[config.mk]
export PLATFORM = sky130hd
export DESIGN_NAME = bus_sequencer
export DESIGN_NICKNAME = d
export VERILOG_FILES = /design/src/rtl/bus_sequencer.sv
export SDC_FILE = /design/constraint.sdc
export NUM_CORES = 1
export LEC_CHECK = 0
export CAP_MARGIN = 5
export CELL_PAD_IN_SITES_DETAIL_PLACEMENT = 1
export CELL_PAD_IN_SITES_GLOBAL_PLACEMENT = 2
export CORE_UTILIZATION = 17
export CTS_BUF_LIST = sky130_fd_sc_hd__clkbuf_4
export DETAILED_ROUTE_END_ITERATION = 10
export PLACE_DENSITY = 0.95
export SLEW_MARGIN = 20
export SYNTH_ARGS = -nofsm -noshare
export SYNTH_HDL_FRONTEND = slang
export SYNTH_SLANG_ARGS = --single-unit
[constraint.sdc]
create_clock -name clock -period 4.6 [get_ports clock]
set_input_delay 0.92 -clock clock [delete_from_list [all_inputs] [get_ports clock]]
set_output_delay 0.92 -clock clock [all_outputs]
set_load 0.1 [all_outputs]
[src/rtl/bus_sequencer.sv]
// -----------------------------------------------------------------------------
// bus_sequencer
//
// Moore control sequencer for the 32-bit shared datapath bus. It runs one
// instruction fetch followed by one 3-register ALU instruction:
//   fetch   : PC->MAR (Z<=PC+1), Zlow->PC while memory reads into MDR, MDR->IR
//   execute : Rb->Y, Rc op Y->Z, then Z->Ra, or Zlow->LO and Zhigh->HI
//             for multiply/divide.
// Exactly one bus source is enabled in any non-idle cycle, and never more
// than one register-file load strobe.
//
// Ports
//   clock, reset        rising-edge clock, synchronous active-high reset
//   start               request one fetch+execute (accepted only in IDLE)
//   mem_ready           memory read data valid (only looked at in T1)
//   ir_op/ra/rb/rc      decoded instruction fields from IR
//   bus_src[23:0]       one-hot bus source select
//                       [15:0] R0..R15, 16 HI, 17 LO, 18 Zhigh, 19 Zlow,
//                       20 PC, 21 MDR, 22 InPort, 23 C
//   reg_in[15:0]        one-hot register-file load strobe
//   pc_in .. lo_in      single register load strobes
//   inc_pc              ALU computes bus+1
//   mem_read            memory read request
//   alu_op              ALU opcode, ir_op during T4 only
//   busy                sequencer is not idle
//   done                one-cycle pulse in the final writeback state
//   error               sticky memory-timeout flag
// -----------------------------------------------------------------------------
module bus_sequencer #(
    parameter int         MEM_WAIT_MAX = 15,
    parameter logic [4:0] MUL_OP       = 5'b01111,
    parameter logic [4:0] DIV_OP       = 5'b10000
) (
    input  logic        clock,
    input  logic        reset,
    input  logic        start,
    input  logic        mem_ready,
    input  logic [4:0]  ir_op,
    input  logic [3:0]  ir_ra,
    input  logic [3:0]  ir_rb,
    input  logic [3:0]  ir_rc,
    output logic [23:0] bus_src,
    output logic [15:0] reg_in,
    output logic        pc_in,
    output logic        ir_in,
    output logic        mar_in,
    output logic        mdr_in,
    output logic        y_in,
    output logic        z_in,
    output logic        hi_in,
    output logic        lo_in,
    output logic        inc_pc,
    output logic        mem_read,
    output logic [4:0]  alu_op,
    output logic        busy,
    output logic        done,
    output logic        error
);

    localparam int CW = (MEM_WAIT_MAX > 1) ? $clog2(MEM_WAIT_MAX) : 1;

    // Bus-source bit positions for the non-register sources.
    localparam int SRC_ZHIGH = 18;
    localparam int SRC_ZLOW  = 19;
    localparam int SRC_PC    = 20;
    localparam int SRC_MDR   = 21;

    typedef enum logic [2:0] {
        S_IDLE,
        S_T0,
        S_T1,
        S_T2,
        S_T3,
        S_T4,
        S_T5,
        S_T6
    } state_t;

    state_t        state_reg, state_next;
    logic [CW-1:0] wait_cnt_reg, wait_cnt_next;
    logic          error_reg, error_next;

    // One-hot decodes of the register index fields.
    logic [15:0] ra_onehot;
    logic [15:0] rb_onehot;
    logic [15:0] rc_onehot;

    genvar gi;
    generate
        for (gi = 0; gi < 16; gi++) begin : g_reg_decode
            assign ra_onehot[gi] = (ir_ra == 4'(gi));
            assign rb_onehot[gi] = (ir_rb == 4'(gi));
            assign rc_onehot[gi] = (ir_rc == 4'(gi));
        end
    endgenerate

    logic is_muldiv;
    assign is_muldiv = (ir_op == MUL_OP) || (ir_op == DIV_OP);

    // ------------------------------------------------------------------
    // State register
    // ------------------------------------------------------------------
    always_ff @(posedge clock) begin
        if (reset) begin
            state_reg    <= S_IDLE;
            wait_cnt_reg <= '0;
            error_reg    <= 1'b0;
        end else begin
            state_reg    <= state_next;
            wait_cnt_reg <= wait_cnt_next;
            error_reg    <= error_next;
        end
    end

    // ------------------------------------------------------------------
    // Next-state logic
    // ------------------------------------------------------------------
    always_comb begin
        state_next    = state_reg;
        wait_cnt_next = wait_cnt_reg;
        error_next    = error_reg;
        case (state_reg)
            S_IDLE: begin
                if (start) begin
                    state_next = S_T0;
                    error_next = 1'b0;
                end
            end
            S_T0: begin
                state_next    = S_T1;
                wait_cnt_next = '0;
            end
            S_T1: begin
                // The counter holds the number of T1 cycles already spent
                // without ready, so the abort happens on the last allowed one.
                if (mem_ready) begin
                    state_next = S_T2;
                end else if (wait_cnt_reg == CW'(MEM_WAIT_MAX - 1)) begin
                    state_next = S_IDLE;
                    error_next = 1'b1;
                end else begin
                    wait_cnt_next = wait_cnt_reg + CW'(1);
                end
            end
            S_T2: state_next = S_T3;
            S_T3: state_next = S_T4;
            S_T4: state_next = S_T5;
            S_T5: state_next = is_muldiv ? S_T6 : S_IDLE;
            S_T6: state_next = S_IDLE;
            default: state_next = S_IDLE;
        endcase
    end

    // ------------------------------------------------------------------
    // Output decode (Moore: from state, plus the IR fields that select
    // which register drives or loads)
    // ------------------------------------------------------------------
    always_comb begin
        bus_src  = '0;
        reg_in   = '0;
        pc_in    = 1'b0;
        ir_in    = 1'b0;
        mar_in   = 1'b0;
        mdr_in   = 1'b0;
        y_in     = 1'b0;
        z_in     = 1'b0;
        hi_in    = 1'b0;
        lo_in    = 1'b0;
        inc_pc   = 1'b0;
        mem_read = 1'b0;
        alu_op   = '0;
        done     = 1'b0;
        case (state_reg)
            S_T0: begin
                bus_src[SRC_PC] = 1'b1;
                mar_in          = 1'b1;
                inc_pc          = 1'b1;
                z_in            = 1'b1;
            end
            S_T1: begin
                // Reloading PC from Zlow every wait cycle is harmless:
                // Z does not change while waiting.
                bus_src[SRC_ZLOW] = 1'b1;
                pc_in             = 1'b1;
                mem_read          = 1'b1;
                mdr_in            = 1'b1;
            end
            S_T2: begin
                bus_src[SRC_MDR] = 1'b1;
                ir_in            = 1'b1;
            end
            S_T3: begin
                bus_src[15:0] = rb_onehot;
                y_in          = 1'b1;
            end
            S_T4: begin
                bus_src[15:0] = rc_onehot;
                z_in          = 1'b1;
                alu_op        = ir_op;
            end
            S_T5: begin
                bus_src[SRC_ZLOW] = 1'b1;
                if (is_muldiv) begin
                    lo_in = 1'b1;
                end else begin
                    reg_in = ra_onehot;
                    done   = 1'b1;
                end
            end
            S_T6: begin
                bus_src[SRC_ZHIGH] = 1'b1;
                hi_in              = 1'b1;
                done               = 1'b1;
            end
            default: ;
        endcase
    end

    assign busy  = (state_reg != S_IDLE);
    assign error = error_reg;

endmodule

==> results of run 1 <==
[cells by family (layout without fill, tap and decap cells)]
kind of cell,after synthesis,after routing,share of synthesized area
flip-flops,8,8,0.158
AND/OR/NAND/NOR,94,94,0.481
adder cells (fa/ha/maj),2,2,0.0247
multiplexers,1,1,0.0222
XOR/XNOR,1,1,0.00863
AO/OA/AOI/OAI,26,26,0.173
other,1,4,0.00370
buffers and inverters,23,84,0.129
[layout make-up]
type                       instances  share of cell area
clock buffer                       3              0.0131
inverter                           6              0.0131
multi-input combinational        128               0.427
sequential                         8              0.0931
tap                               72              0.0524
timing repair buffer              75               0.401
[metal layers]
metal,vias to the layer above,part of all wire
met1,623,0.44
met2,41,0.50
met3,2,0.057
met4,0,0.0049
li1,664,-
met5,-,0
[cell usage after synthesis (all sizes together), types with 4 or more instances]
cell type	instances	area [um^2]
nand2b	6	37.5
a21oi	5	25.0
a31oi	8	50.1
nand2	10	37.5
inv	6	22.5
dfxtp	8	160
nor2	36	135
nor2b	4	25.0
and2	6	37.5
nor3	9	50.1
nand3	4	20.0
buf	14	97.6
[worst paths after layout]
kind	start	to	slack (ps)	cells after the start
max	ir_op[2]	reg_in[2]	810	6
min	error	error	510	2
max reg2reg	state_reg[1]	wait_cnt_reg[3]	2630	4
min reg2reg	error	error	510	2
[worst max-delay path: cells and delay by family]
| kind | cells | cell delay [ps] |
|---|---|---|
| mux | 1 | 260 |
| simple gates | 3 | 1020 |
| buf+inv | 2 | 660 |
[report_power, final]
part,internal [W],switching [W]
sequential,0.0000720,0.00000766
clock,0.0000300,0.0000255
combinational,0.0000461,0.000128
total,0.000148,0.000162
[metrics by stage]
step           setup slack, ps  std cells  utilization  hold slack, ps  total power, W
3_3_place_gp               867        289        0.301             499        0.000255
3_5_place_dp               796        289        0.301             511        0.000256
6_report                   815        292        0.305             510        0.000310
4_1_cts                    792        292        0.305             520        0.000315
2_1_floorplan             4.89        159            -             476        0.000214
5_1_grt                    718        292        0.305             545        0.000327
==> impl_results.md, run 1 <==
* Status: finished, final reports clean
* Nets at 245
* H-tree levels at 1
* Commonest non-fill, non-tap cells in the layout: 40 x buf_4, 36 x nor2_1, 31 x clkdlybuf4s50_1, 10 x nand2_1
* Max Freq at 0.264 GHz
* Die height at 79.3 um
* TNS Setup at 0 ps
* Max incr delay on CP at 550 ps
* Pin count of the biggest net entering global routing at 24
* Crit path DAT at 2870 ps
* Io pins at 79
* Final Cycle Share at 0.823
* GRT overflow at 0
* Post-route minimum period at 3790 ps
* LEAKAGE at 0.705 nW
* Placed cell areas at 0.00170 mm^2
* Post-synthesis sequential area ratio at 0.158
* Fin area at 0.00172 mm^2
* Post-CTS Resized at 0
* Post-synth ARST share at 0
* Ys flop type: dfxtp_1
* Critical path's slowest cell: or4b_4
* Post-route ant nets at 0
* Mapped Area at 0.00101 mm^2
* Worst min-delay path class: register to register
* Die X at 79.3 um
* Worst-skew pair later-pin latency at 260 ps
* Vias in the first global route at 1385
* N_diodes at 0
* Core area at 0.00564 mm^2
* Final wirelength at 3860 um
* Initial core utilization at 0.180
* P&R area growth vs syn at 69.5%
* Gr busiest metal: met2
* DRC Markers at 0
* Global Route Usage Sum at 0.125
* Crit path max fanout at 8
* Antenna violations before repair at 0
* Commonest non-fill, non-tap cell in the layout: buf_4
* Worst Setup End Kind: output pin
* GR Util met3 at 0.0287
* Max reg flops at 4
* Post-DP HPWL at 3070 um
* Routability Congestion at 0.720
* # clock sinks at 8
* DR iter-0 viols at 49
* Setup violations, final at 0
* Slew Limit Fails at 0
* TritonCTS clock tree: built
* Slew @ Worst Pin at 976 ps
* Worst Clk Skew at 5.87 ps
* Worst setup SP type: input pin
* # hold bufs at CTS at 0
* GR Layer Usage met2 at 0.230
* Site Rows at 27
* Worst VDD drop at 107 uV
* Number of synthesized flops with an enable pin at 0
* Via density at 4.55
* Synth Register Bits at 8
* First-pass GRT wire length at 6400 um
* Relative slew slack at 0.347
* Root buffer cell: clkbuf_4
* Fin. Hold Viols at 0
* RSZ-0062 raised after global routing: no
* Worst-path clk slew at 60 ps
* FILL cells at 704
* Drt pass-1 iters at 4
* GR Util met1 at 0.151
* Netlist cell types at 40
* Post-synthesis average cell area at 6.50 um^2
* Post-Syn Instances at 156
* Port bufs at 74
* Die ar. at 0.00628 mm^2
* Clock Tree Buf Depth at 2
* Crit-path cells: clkdlybuf4s50_1 -> and4_1 -> mux2i_4 -> or4b_4 -> nor2_1 -> buf_12
* Synth warn at 0
* Vias at 1330
* CP required at 3680 ps
* Multi-input logic area at 734 um^2
* Inserted Clock Buffers at 3
* Wire per inst at 13.2 um
* Max Cap Viol at 0
* CP Class: input pin to output pin
* FF+latch area at 160 um^2
* Layout cells sized above 1 at 0.227
* Post-CTS Setup Inserts at 0
* PwrDens at 180 mW/mm^2
Power figures use the tool's default switching activity.
==> run 2: changes to the inputs <==
--- a/config.mk
+++ b/config.mk
@@ -8,10 +8,10 @@
 export CAP_MARGIN = 5
 export CELL_PAD_IN_SITES_DETAIL_PLACEMENT = 1
 export CELL_PAD_IN_SITES_GLOBAL_PLACEMENT = 2
-export CORE_UTILIZATION = 17
+export CORE_UTILIZATION = 16
 export CTS_BUF_LIST = sky130_fd_sc_hd__clkbuf_4
 export DETAILED_ROUTE_END_ITERATION = 10
-export PLACE_DENSITY = 0.95
+export PLACE_DENSITY = 0.93
 export SLEW_MARGIN = 20
 export SYNTH_ARGS = -nofsm -noshare
 export SYNTH_HDL_FRONTEND = slang
==> constraint.sdc (replaced) <==
create_clock -name clock -period 3.8 [get_ports clock]
set_input_delay 0.76 -clock clock [delete_from_list [all_inputs] [get_ports clock]]
set_output_delay 0.76 -clock clock [all_outputs]
set_load 0.1 [all_outputs]
==> impl_results.md, run 2 (synthesis gave the netlist of run 1 again) <==
* Routability Congestion at 0.779 (+8.2%)
* PwrDens at 198 mW/mm^2 (+10%)
* Final Non-Filler Cells at 296 (+1.4%)
* Root buffer cell: clkbuf_4
* Io pins at 79 (unchanged)
* Commonest non-fill, non-tap cell in the layout: buf_4
* GRT overflow at 0 (unchanged)
* Worst Clk Skew at 1.87 ps (-4.00 ps)
* Final Core Density at 0.314 (+0.00901)
* Post-route minimum period at 3440 ps
* Layout cells sized above 1 at 0.299 (+0.0714)
* Hold-critical path endpoint: error
* Max reg flops at 4 (unchanged)
* Post-DP HPWL at 3170 um (+3.0%)
* N_diodes at 0 (unchanged)
* Relative slew slack at 0.352 (+0.00468)
* Vias in the first global route at 1258 (-9.2%)
* RSZ-0062 raised after global routing: no
* TNS Setup at 0 ps (unchanged)
* Setup violations, final at 0 (unchanged)
* Wire per inst at 13.2 um (-0.36%)
* Crit path DAT at 2680 ps (-190 ps)
* Die ar. at 0.00666 mm^2 (+6.1%)
* P&R area growth vs syn at 86.4%
* Worst VDD drop at 108 uV (+1.2%)
* WHS Path Cells at 2 (unchanged)
* Initial core utilization at 0.168 (-0.0115)
* LEAKAGE at 0.771 nW (+9.3%)
* Post-route ant nets at 0 (unchanged)
* Max Freq at 0.291 GHz
* Commonest non-fill, non-tap cells in the layout: 38 x buf_4, 36 x nor2_1, 21 x clkdlybuf4s50_1, 17 x buf_12, 10 x nand2_1
* Worst Setup End Kind: output pin
* H-tree levels at 1 (unchanged)
* Slew Limit Fails at 0 (unchanged)
* Status: finished, final reports clean
* Max Cap Viol at 0 (unchanged)
* Worst r2r path cells at 6 (+2)
* Core area at 0.00603 mm^2 (+6.8%)
* P_sw at 0.000197 W (+22%)
* Logic pwr share at 0.576 (+0.012)
* Port bufs at 74 (unchanged)
* Fin. Hold Viols at 0 (unchanged)
* TritonCTS clock tree: built
* Post-CTS Setup Inserts at 0 (unchanged)
* Worst-skew pair later-pin latency at 260 ps (about the same)
* Crit path max fanout at 8 (unchanged)
* Power share of the clock group at 0.179 (about the same)
* Inserted Clock Buffers at 3 (unchanged)
* Slew @ Worst Pin at 969 ps (-7.00 ps)
* # hold bufs at CTS at 0 (unchanged)
* Final Cycle Share at 0.905
* Seq pwr share at 0.245 (-0.012)
* # clock sinks at 8 (unchanged)
* Capturing point of the worst reg2reg path: wait_cnt_reg[0]
* Worst-path clk slew at 60 ps (about the same)
* Worst min-delay path class: register to register
* Die height at 81.6 um (+3.0%)
* DRC Markers at 0 (unchanged)
* Power Total at 0.000375 W (+21%)
* Hold Path Origin: error
* Worst setup SP type: input pin
* Post-CTS Resized at 0 (unchanged)
* Vias at 1322 (-0.60%)
* Clock Tree Buf Depth at 2 (unchanged)
* Antenna violations before repair at 0 (unchanged)
* Site Rows at 28 (+3.7%)
* Net Sw Frac at 0.525 (+0.00322)
* CP required at 3040 ps (-640 ps)
* DR iter-0 viols at 21 (-57%)
* Global Route Usage Sum at 0.118 (-0.00663)
* Drt pass-1 iters at 4 (unchanged)
* First-pass GRT wire length at 6180 um (-3.6%)
* Via density at 4.47 (-1.9%)
* Die X at 81.6 um (+3.0%)
* Reg2reg start: wait_cnt_reg[0]
* Internal at 0.000178 W (+20%)
* Nets at 246 (+0.41%)
* Final wirelength at 3900 um (+1.0%)
* Pin count of the biggest net entering global routing at 21 (-13%)
* CP Class: input pin to output pin
* Number of cells after detailed placement at 293 (+1.4%)
* R2r setup slk at 2080 ps (-550 ps)
[run 2: cell count changes in the layout (fill, tap and decap cells not counted)]
cell	delta
nor2b_1	-1
nor3_1	-3
nor3b_2	+1
nor2b_2	+1
clkdlybuf4s50_1	-10
buf_4	-2
buf_12	+13
nor3_2	+3
nor3b_1	-1
[run 2: how the worst max path moves through the flow]
stage / startpoint / end / slack (ps) / depth (start not counted)
finish: ir_op[3] / reg_in[0] / 360 / 6
detailed placement: ir_op[2] / reg_in[2] / 350 / 6
floorplan: state_reg[1] / reg_in[1] / -130 / 5
CTS: ir_op[2] / reg_in[2] / 350 / 6
global placement: ir_op[2] / reg_in[0] / 410 / 6
global route: ir_op[2] / reg_in[0] / 300 / 6
[run 2: power groups by stage]
stage               sequential (W)  combinational, W  clock (W)
floorplan                0.0000912          0.000168          0
finish                   0.0000919          0.000216  0.0000671
global route             0.0000929          0.000228  0.0000761
global placement         0.0000936          0.000215          0
CTS                      0.0000920          0.000218  0.0000708
detailed placement       0.0000938          0.000217          0
[run 2: per-layer routing]
layer | track usage | routed length [um]
met3 | 0.0256 | 214
met4 | 0.0158 | 12
met2 | 0.223 | 2010
met5 | 0 | 0
met1 | 0.139 | 1670
[run 2: area by class of cell]
type | count | area, um^2
clock buffers | 3 | 22.5
fillers | 749 | 4130
inverters | 6 | 22.5
multi-input cells | 128 | 757
flip-flops and latches | 8 | 160
well taps | 75 | 93.8
repair buffers | 76 | 836
[run 2: per-stage QoR]
| step | hold slack [ps] | worst slack, ps | instance area (um^2) |
|---|---|---|---|
| after floorplan | 476 | -134 | 1050 |
| after global placement | 494 | 409 | 1870 |
| final | 526 | 361 | 1890 |
| after global routing | 567 | 296 | 1890 |
| after detailed placement | 522 | 353 | 1870 |
| after CTS | 530 | 349 | 1890 |
[run 2: critical path, cell delays in order]
cell,delay [ps]
clkdlybuf4s50_1,440
and4_1,240
mux2i_4,260
or4b_4,540
nor3_2,220
buf_12,210
